File: src/rtl/ex_mem_stage.sv
// EX/MEM pipeline register with architectural flag register, one-cycle
// branch redirect, overflow/underflow trap tracking and an EX forwarding tap.
module ex_mem_stage #(
  parameter int DATA_WIDTH     = 32,
  parameter int REG_ADDR_WIDTH = 5,
  parameter int FLAG_WIDTH     = 3,
  parameter int OVF_CNT_WIDTH  = 8,
  parameter int TRAP_ON_OVF    = 1
) (
  input  logic                      clock,
  input  logic                      reset,
  input  logic                      stall,
  input  logic                      flush,
  input  logic                      ex_valid,
  input  logic [DATA_WIDTH-1:0]     ex_result,
  input  logic [DATA_WIDTH-1:0]     ex_store_data,
  input  logic [DATA_WIDTH-1:0]     ex_pc,
  input  logic [REG_ADDR_WIDTH-1:0] ex_rd,
  input  logic                      ex_reg_write,
  input  logic                      ex_mem_read,
  input  logic                      ex_mem_write,
  input  logic [FLAG_WIDTH-1:0]     ex_flag,
  input  logic                      ex_flag_we,
  input  logic                      ex_branch,
  input  logic [DATA_WIDTH-1:0]     ex_branch_target,
  output logic                      mem_valid,
  output logic [DATA_WIDTH-1:0]     mem_result,
  output logic [DATA_WIDTH-1:0]     mem_store_data,
  output logic [DATA_WIDTH-1:0]     mem_pc,
  output logic [REG_ADDR_WIDTH-1:0] mem_rd,
  output logic                      mem_reg_write,
  output logic                      mem_mem_read,
  output logic                      mem_mem_write,
  output logic                      mem_exception,
  output logic [FLAG_WIDTH-1:0]     flag_reg,
  output logic                      redirect,
  output logic [DATA_WIDTH-1:0]     redirect_target,
  output logic                      fwd_valid,
  output logic [REG_ADDR_WIDTH-1:0] fwd_rd,
  output logic [DATA_WIDTH-1:0]     fwd_data,
  output logic [OVF_CNT_WIDTH-1:0]  ovf_count
);

  localparam logic [FLAG_WIDTH-1:0] FLAG_OVERFLOW  = FLAG_WIDTH'(3);
  localparam logic [FLAG_WIDTH-1:0] FLAG_UNDERFLOW = FLAG_WIDTH'(4);
  localparam logic                  TRAP_EN        = (TRAP_ON_OVF != 0);

  logic                      valid_q,  valid_d;
  logic [DATA_WIDTH-1:0]     result_q, result_d;
  logic [DATA_WIDTH-1:0]     store_q,  store_d;
  logic [DATA_WIDTH-1:0]     pc_q,     pc_d;
  logic [REG_ADDR_WIDTH-1:0] rd_q,     rd_d;
  logic                      rw_q,     rw_d;
  logic                      mr_q,     mr_d;
  logic                      mw_q,     mw_d;
  logic                      exc_q,    exc_d;
  logic [FLAG_WIDTH-1:0]     flag_q,   flag_d;
  logic                      redir_q,  redir_d;
  logic [DATA_WIDTH-1:0]     target_q, target_d;
  logic [OVF_CNT_WIDTH-1:0]  cnt_q,    cnt_d;

  logic accept;
  logic ovf_evt;

  assign accept  = ex_valid & ~stall & ~flush;
  assign ovf_evt = accept & ex_flag_we &
                   ((ex_flag == FLAG_OVERFLOW) | (ex_flag == FLAG_UNDERFLOW));

  // Next-state selection: flush beats stall, stall beats bubble/accept.
  always_comb begin
    valid_d  = valid_q;
    result_d = result_q;
    store_d  = store_q;
    pc_d     = pc_q;
    rd_d     = rd_q;
    rw_d     = rw_q;
    mr_d     = mr_q;
    mw_d     = mw_q;
    exc_d    = exc_q;
    flag_d   = flag_q;
    redir_d  = 1'b0;
    target_d = target_q;
    cnt_d    = cnt_q;

    if (flush || (!stall && !ex_valid)) begin
      valid_d = 1'b0;
      rw_d    = 1'b0;
      mr_d    = 1'b0;
      mw_d    = 1'b0;
      exc_d   = 1'b0;
    end else if (accept) begin
      valid_d  = 1'b1;
      result_d = ex_result;
      store_d  = ex_store_data;
      pc_d     = ex_pc;
      rd_d     = ex_rd;
      rw_d     = ex_reg_write & ~(TRAP_EN & ovf_evt);
      mr_d     = ex_mem_read;
      mw_d     = ex_mem_write;
      exc_d    = TRAP_EN & ovf_evt;
      if (ex_branch) begin
        redir_d  = 1'b1;
        target_d = ex_branch_target;
      end
    end

    if (accept && ex_flag_we) flag_d = ex_flag;
    if (ovf_evt && (cnt_q != '1)) cnt_d = cnt_q + 1'b1;
  end

  // Stage registers with synchronous reset.
  always_ff @(posedge clock) begin
    if (reset) begin
      valid_q  <= 1'b0;
      result_q <= '0;
      store_q  <= '0;
      pc_q     <= '0;
      rd_q     <= '0;
      rw_q     <= 1'b0;
      mr_q     <= 1'b0;
      mw_q     <= 1'b0;
      exc_q    <= 1'b0;
      flag_q   <= '0;
      redir_q  <= 1'b0;
      target_q <= '0;
      cnt_q    <= '0;
    end else begin
      valid_q  <= valid_d;
      result_q <= result_d;
      store_q  <= store_d;
      pc_q     <= pc_d;
      rd_q     <= rd_d;
      rw_q     <= rw_d;
      mr_q     <= mr_d;
      mw_q     <= mw_d;
      exc_q    <= exc_d;
      flag_q   <= flag_d;
      redir_q  <= redir_d;
      target_q <= target_d;
      cnt_q    <= cnt_d;
    end
  end

  // Output drive: controls gated by valid, forwarding tap from MEM slot.
  always_comb begin
    mem_valid       = valid_q;
    mem_result      = result_q;
    mem_store_data  = store_q;
    mem_pc          = pc_q;
    mem_rd          = rd_q;
    mem_reg_write   = valid_q & rw_q;
    mem_mem_read    = valid_q & mr_q;
    mem_mem_write   = valid_q & mw_q;
    mem_exception   = exc_q;
    flag_reg        = flag_q;
    redirect        = redir_q;
    redirect_target = target_q;
    fwd_valid       = valid_q & rw_q;
    fwd_rd          = rd_q;
    fwd_data        = result_q;
    ovf_count       = cnt_q;
  end

endmodule

File: config.mk
export PLATFORM = sky130hd
export DESIGN_NAME = ex_mem_stage
export DESIGN_NICKNAME = d
export VERILOG_FILES = /design/src/rtl/ex_mem_stage.sv
export SDC_FILE = /design/constraint.sdc
export NUM_CORES = 1
export LEC_CHECK = 0
export CAP_MARGIN = 20
export CORE_UTILIZATION = 34
export CTS_CLUSTER_SIZE = 24
export DETAILED_ROUTE_END_ITERATION = 16
export GPL_TIMING_DRIVEN = 0
export PLACE_DENSITY_LB_ADDON = 0.3
export RECOVER_POWER = 50
export SLEW_MARGIN = 15
export SYNTH_ARGS = -nofsm -noshare
export SYNTH_HDL_FRONTEND = slang
export SYNTH_SLANG_ARGS = --single-unit
File: constraint.sdc
create_clock -name clock -period 1.4 [get_ports clock]
set_input_delay 0.21 -clock clock [delete_from_list [all_inputs] [get_ports clock]]
set_output_delay 0.21 -clock clock [all_outputs]
set_load 0.005 [all_outputs]
==> results of run 1 <==
==> cell usage after synthesis <==
master    instances  area share [%]
o41ai_1           2            0.31
nor2_1            6            0.40
o31ai_1           3            0.40
or3_1             1            0.11
and4_4            1            0.20
nor2b_1           1            0.11
o2111a_1          1            0.20
nor3b_1           2            0.27
nor3b_2           1            0.22
nand2_1         279              19
and4_1            1            0.16
dfxtp_1         150              54
a41oi_1           1            0.16
inv_1             2            0.13
a311oi_1          1            0.16
and2_1            4            0.45
o21ai_0           3            0.27
buf_6             1            0.20
and3b_1           1            0.16
or4_1             4            0.54
a211oi_1          1            0.13
a21oi_1         145              13
o211ai_2          1            0.22
nor3b_4           1            0.34
ha_1              1            0.22
buf_1             3            0.20
buf_2             8            0.72
nand3_1           6            0.54
mux2i_1           1            0.18
clkbuf_1         36             2.4
buf_4            38             5.1
==> stage by stage <==
| step | power [W] | cell area (µm²) | setup slack (ns) |
|---|---|---|---|
| global route | 0.0105 | 9880 | -0.0846 |
| detailed placement | 0.00570 | 9210 | -0.884 |
| CTS | 0.0103 | 9850 | -0.0557 |
| finish | 0.0101 | 9880 | -0.0396 |
| global placement | 0.00569 | 9210 | -0.841 |
| floorplan | 0.00488 | 5610 | 0.00644 |
==> power groups by stage <==
stage | logic, W | clock network, W | registers (W)
2_1_floorplan | 0.000323 | 0 | 0.00455
3_3_place_gp | 0.00114 | 0 | 0.00454
3_5_place_dp | 0.00115 | 0 | 0.00455
4_1_cts | 0.00109 | 0.00472 | 0.00445
5_1_grt | 0.00118 | 0.00491 | 0.00446
6_report | 0.00108 | 0.00462 | 0.00445
==> layout by cell type, fill, tap and decap left out, types with 18 or more instances in the layout <==
master,instances
a21oi_1,144
clkbuf_1,22
buf_4,58
dfxtp_1,106
dfxtp_2,38
dlygate4sd2_1,187
clkdlybuf4s50_1,139
clkbuf_2,18
nand2_1,279
clkbuf_16,18
==> worst max-delay path, delay by kind of cell, from the launching register on <==
| kind | cells | cell delay, ns |
|---|---|---|
| AO/OA/AOI/OAI | 1 | 0.12 |
| buffers and inverters | 1 | 0.12 |
| flip-flops | 1 | 0.34 |
| AND/OR/NAND/NOR | 3 | 0.77 |
==> layer usage <==
| metal | track usage [%] | up-vias | wire [µm] | share of wire [%] |
|---|---|---|---|---|
| met2 | 39.4 | 216 | 9840 | 51 |
| met4 | 10.9 | 0 | 535 | 2.8 |
| met3 | 7.54 | 32 | 1600 | 8.2 |
| li1 | - | 2999 | - | - |
| met1 | 24.1 | 2688 | 7450 | 38 |
| met5 | 0 | - | 0 | 0 |
==> logic make-up after synthesis <==
logic type      after synthesis  share of synthesized area, %
flops                       150                          53.7
simple gates                308                          22.2
compound gates              158                          14.8
mux                           1                         0.179
fa+ha+maj                     1                         0.224
buf+inv                      88                          8.78
==> area by class of cell <==
class | count | area (µm²)
fill | 1510 | 6060
clock buffer | 21 | 462
buffer | 83 | 536
antenna | 1 | 2.50
timing repair buffer | 352 | 3250
tap | 216 | 270
sequential | 150 | 3070
inverter | 2 | 7.51
clock inverter | 8 | 125
multi-input combinational | 468 | 2150
==> what timing repair did <==
item / CTS / global route
pin swaps: 9 / 4
setup buffers: 17 / 1
cloned: 2 / 0
hold buffers: 0 / 0
resized for setup: 271 / 38
endpoints found under the setup margin: 336 / 108
==> worst max-delay path by stage <==
| stage | from | end | slack, ns |
|---|---|---|---|
| 3_5_place_dp | ex_valid | mem_store_data[15] | -0.88 |
| 3_3_place_gp | stall | mem_store_data[16] | -0.84 |
| 6_report | ovf_count[2] | ovf_count[4] | -0.04 |
| 5_1_grt | ovf_count[0] | ovf_count[4] | -0.08 |
| 2_1_floorplan | ovf_count[0] | ovf_count[4] | 0.006 |
| 4_1_cts | ovf_count[2] | ovf_count[4] | -0.06 |
==> results.toml, run 1 <==
[worst_setup_path]
rr_startpoint = "ovf_count[2]"
crit_fanout = 7
path_class = "reg2reg"
cp.arrival_ns = 1.78
endpoint_kind = "register"
crit_chain = "and4_1 > and4_4 > buf_6 > or4_4 > a21oi_2"
slowest_delay_ns = 0.41
cp_slowest_cell = "or4_4"
crit_required_ns = 1.74
start_kind = "register"
r2r_cells = 5
reg2reg_to = "ovf_count[4]"
reg2reg_setup_slack_ns = -0.04

[timing]
hold_viol = 0
fin_setup_tns_ns = -0.0543
whs_ns = 0.219
fin_ws_ns = -0.0396
setup_violations = 3
period_needed_ns = 1.44
skew_ns = 0.00337
max_slew_margin_pct = 56.3
worst_pin_slew_ns = 0.648
fmax_mhz = 695
rsz0062_at_grt = "yes"
slew_viol_final = 0
post-route-period-util_pct = 103

[cells_and_area]
area_growth_pct = 76.9
nets = 1221
stdcell_count = 1301
final_util_pct = 62.0
drive_above_1_share_pct = 15.5

[clock_network]
path_clk_slew_ns = 0.06
clockRootBuffer = "clkbuf_16"
cts_tree = "built"
numCtsBuffers = 17
cts.sinks = 150
clockBufferDepth = 2
h-tree-depth = 4
clk_latency_ns = 0.41

[min_path]
hold_class = "in2reg"
min_path_cells = 3
hold-path-endpoint = "flag_reg[2]"
hp-start = "ex_flag[2]"

[routing]
vias_per_cell = 4.56
first_iter_violations = 236
vias = 5935
ant_nets = 0
dr.pass1.iters = 4
drt_drc_violations_left = 0
wire_per_inst_um = 14.9
routed_wl_um = 19400

[logic_synthesis]
synth.net_count = 853
ys_seq_area_share_pct = 53.7
syn_inst = 706
syn-cell-area_mm2 = 0.00559
synth_warnings = 0
synth.ff_latch_count = 150
synth_cell_types = 31
postSynthAreaPerCell_um2 = 7.91

[pwr]
p_sw_share_pct = 22.0
power_frac_comb_pct = 10.6
seqPwrFrac_pct = 43.8
switchingPower_w = 0.00223
irDropWorstVdd_mv = 0.747
power.density_mw_per_mm2 = 1030
p_clk_share_pct = 45.5
intPower_w = 0.00792
p_leak_nw = 4.49

[place]
dp_hpwl_um = 14400
routabilityCongestion = 0.745
io_buffer_count = 333
placedCellCount = 1255

[grt]
grt_usage_pct = 22.4
grt_max_degree = 17
antenna_found_initial = 1
grt_pass1_vias = 5518
grt_pass1_wl_um = 28700
overflow = 0

[run_status]
outcome = "finished, violations left"
violations = "negative setup slack"

[floorplanning]
die_area_mm2 = 0.0170
start_util_pct = 35.0
rows = 46
io_pins = 334
core_area_mm2 = 0.0159
fp.dieH_um = 130
dieWidth_um = 130

[flow_run]
maxCapViolCount = 0
(Power assumes the default switching activity.)
==> run 2: changes to the inputs <==
- GPL_TIMING_DRIVEN: 0 -> not set
==> run 2 against run 1 <==
  * Highest routed layer unchanged
  * Sequential cell count is the same
  * Non-clock buffer count shrank 58
  * Critical path type unchanged
  * Design area shrank 3.6%
  * Global-route usage shrank 2.3 points
  * The run now ends clean
  * Cell count shrank 4.3%
  * Worst hold slack lost 0.15 ns
  * Critical endpoint is now ovf_count[3]
==> results.toml, run 2 (synthesis gave the netlist of run 1 again) <==
[routing]
vias = 5743
drt_drc_violations_left = 0
vias_per_cell = 4.61
routed_wl_um = 17600
ant_nets = 0
wire_per_inst_um = 14.2
first_iter_violations = 221
dr.pass1.iters = 4

[worst_setup_path]
reg2reg_to = "ovf_count[3]"
cp.depth = 4
path_class = "reg2reg"
cp_slowest_cell = "or4_4"
rr_startpoint = "ovf_count[0]"
cp.arrival_ns = 1.73
reg2reg_setup_slack_ns = 0.01
start_kind = "register"
crit_fanout = 9
worst-path-buf-inv = 0
slowest_delay_ns = 0.48
r2r_cells = 4
critical_path.top_delay_family = "simple AND/OR/NAND/NOR gates"
crit_required_ns = 1.75
endpoint_kind = "register"
crit_chain = "ha_4 > and4_4 > or4_4 > a21oi_2"

[timing]
skew_ns = 0.00204
post-route-period-util_pct = 98.9
fmax_mhz = 722
period_needed_ns = 1.39
rsz0062_at_grt = "yes"
slew_viol_final = 0
setup_violations = 0
hold_viol = 0
worst_pin_slew_ns = 0.449
max_slew_margin_pct = 70.1

[cells_and_area]
final_cell_area_mm2 = 0.00953
final_common_cell = "nand2_1"
nets = 1163
area_growth_pct = 70.5
layout_common_cells = "nand2_1 (278), dlygate4sd2_1 (188), a21oi_1 (144)"
drive_above_1_share_pct = 9.33
antenna_cells = 0

[grt]
grt_pass1_vias = 5117
grt_max_degree = 64
overflow = 0
antenna_found_initial = 0
grt_pass1_wl_um = 26100
grt_usage_pct = 20.1

[clock_network]
numCtsBuffers = 17
cts_tree = "built"
path_clk_slew_ns = 0.06
h-tree-depth = 4
cts.sinks = 150
clk_latency_ns = 0.41
clockRootBuffer = "clkbuf_16"
clockBufferDepth = 2
hold_buffers = 0

[pwr]
irDropWorstVdd_mv = 0.780
p_total_w = 0.0101
p_leak_nw = 4.28
power.density_mw_per_mm2 = 1060

[place]
routabilityCongestion = 0.780
dp_hpwl_um = 12500
io_buffer_count = 333
placed_area_mm2 = 0.00907

[min_path]
min_path_cells = 2
hold-path-endpoint = "ovf_count[0]"
hp-start = "reset"
hold_class = "in2reg"

[run_status]
outcome = "finished clean"

[floorplanning]
io_pins = 334
core_area_mm2 = 0.0159
fp.dieH_um = 130
start_util_pct = 35.0
rows = 46
die_area_mm2 = 0.0170
dieWidth_um = 130

[flow_run]
maxCapViolCount = 0
run 2: through the flow:
stage	hold WS [ns]	worst slack [ns]	utilization (%)	TNS (ns)	cells
after detailed placement	0.439	-0.657	56.9	-66.61	1202
after global routing	0.0443	-0.0249	59.8	-0.142	1245
after floorplan	0.346	0.00644	-	0	706
after CTS	0.0386	0.00858	60.0	0	1245
after global placement	0.435	-0.597	56.9	-63.45	1202
final	0.0640	0.0149	59.8	0	1245
run 2: timing repair:
action,4_1_cts,5_1_grt
endpoints found under the setup margin,291,9
buffers inserted,11,0
gates resized for setup,238,9
pin swaps,5,2
run 2: worst max-delay path by stage:
stage / slack (ns) / endpoint / start
2_1_floorplan: 0.006 / ovf_count[4] / ovf_count[0]
3_3_place_gp: -0.60 / ovf_count[5] / ex_valid
3_5_place_dp: -0.66 / ovf_count[7] / ex_valid
4_1_cts: 0.009 / mem_reg_write / mem_valid
5_1_grt: -0.02 / ovf_count[3] / ovf_count[0]
6_report: 0.01 / ovf_count[3] / ovf_count[0]
run 2: cell type report:
| cell class | count | area (µm²) |
|---|---|---|
| well taps | 216 | 270 |
| repair buffers | 377 | 3490 |
| clock inverters | 13 | 155 |
| multi-input cells | 468 | 2140 |
| fillers | 1502 | 6420 |
| flip-flops and latches | 150 | 3020 |
| clock buffers | 19 | 443 |
| inverters | 2 | 7.51 |
run 2: routing by layer:
layer,GRT usage (%),share of wire (%),up-vias
met5,0,0,-
met4,6.43,1.2,0
met3,7.79,8.7,19
met2,35.9,51,209
met1,21.6,39,2635
li1,-,-,2880
run 2: where the power goes:
part	total [W]	internal (W)	switching [W]	leakage, nW
clock	0.00464	0.00284	0.00179	0.289
combinational	0.00102	0.000622	0.000402	2.77
sequential	0.00445	0.00439	0.0000589	1.22
total	0.0101	0.00785	0.00226	4.28
==> run 3: changes to the inputs <==
- GPL_TIMING_DRIVEN: not set -> 1
==> results of run 3 <==
Final layout, timing and power as in run 2 (identical DEF).
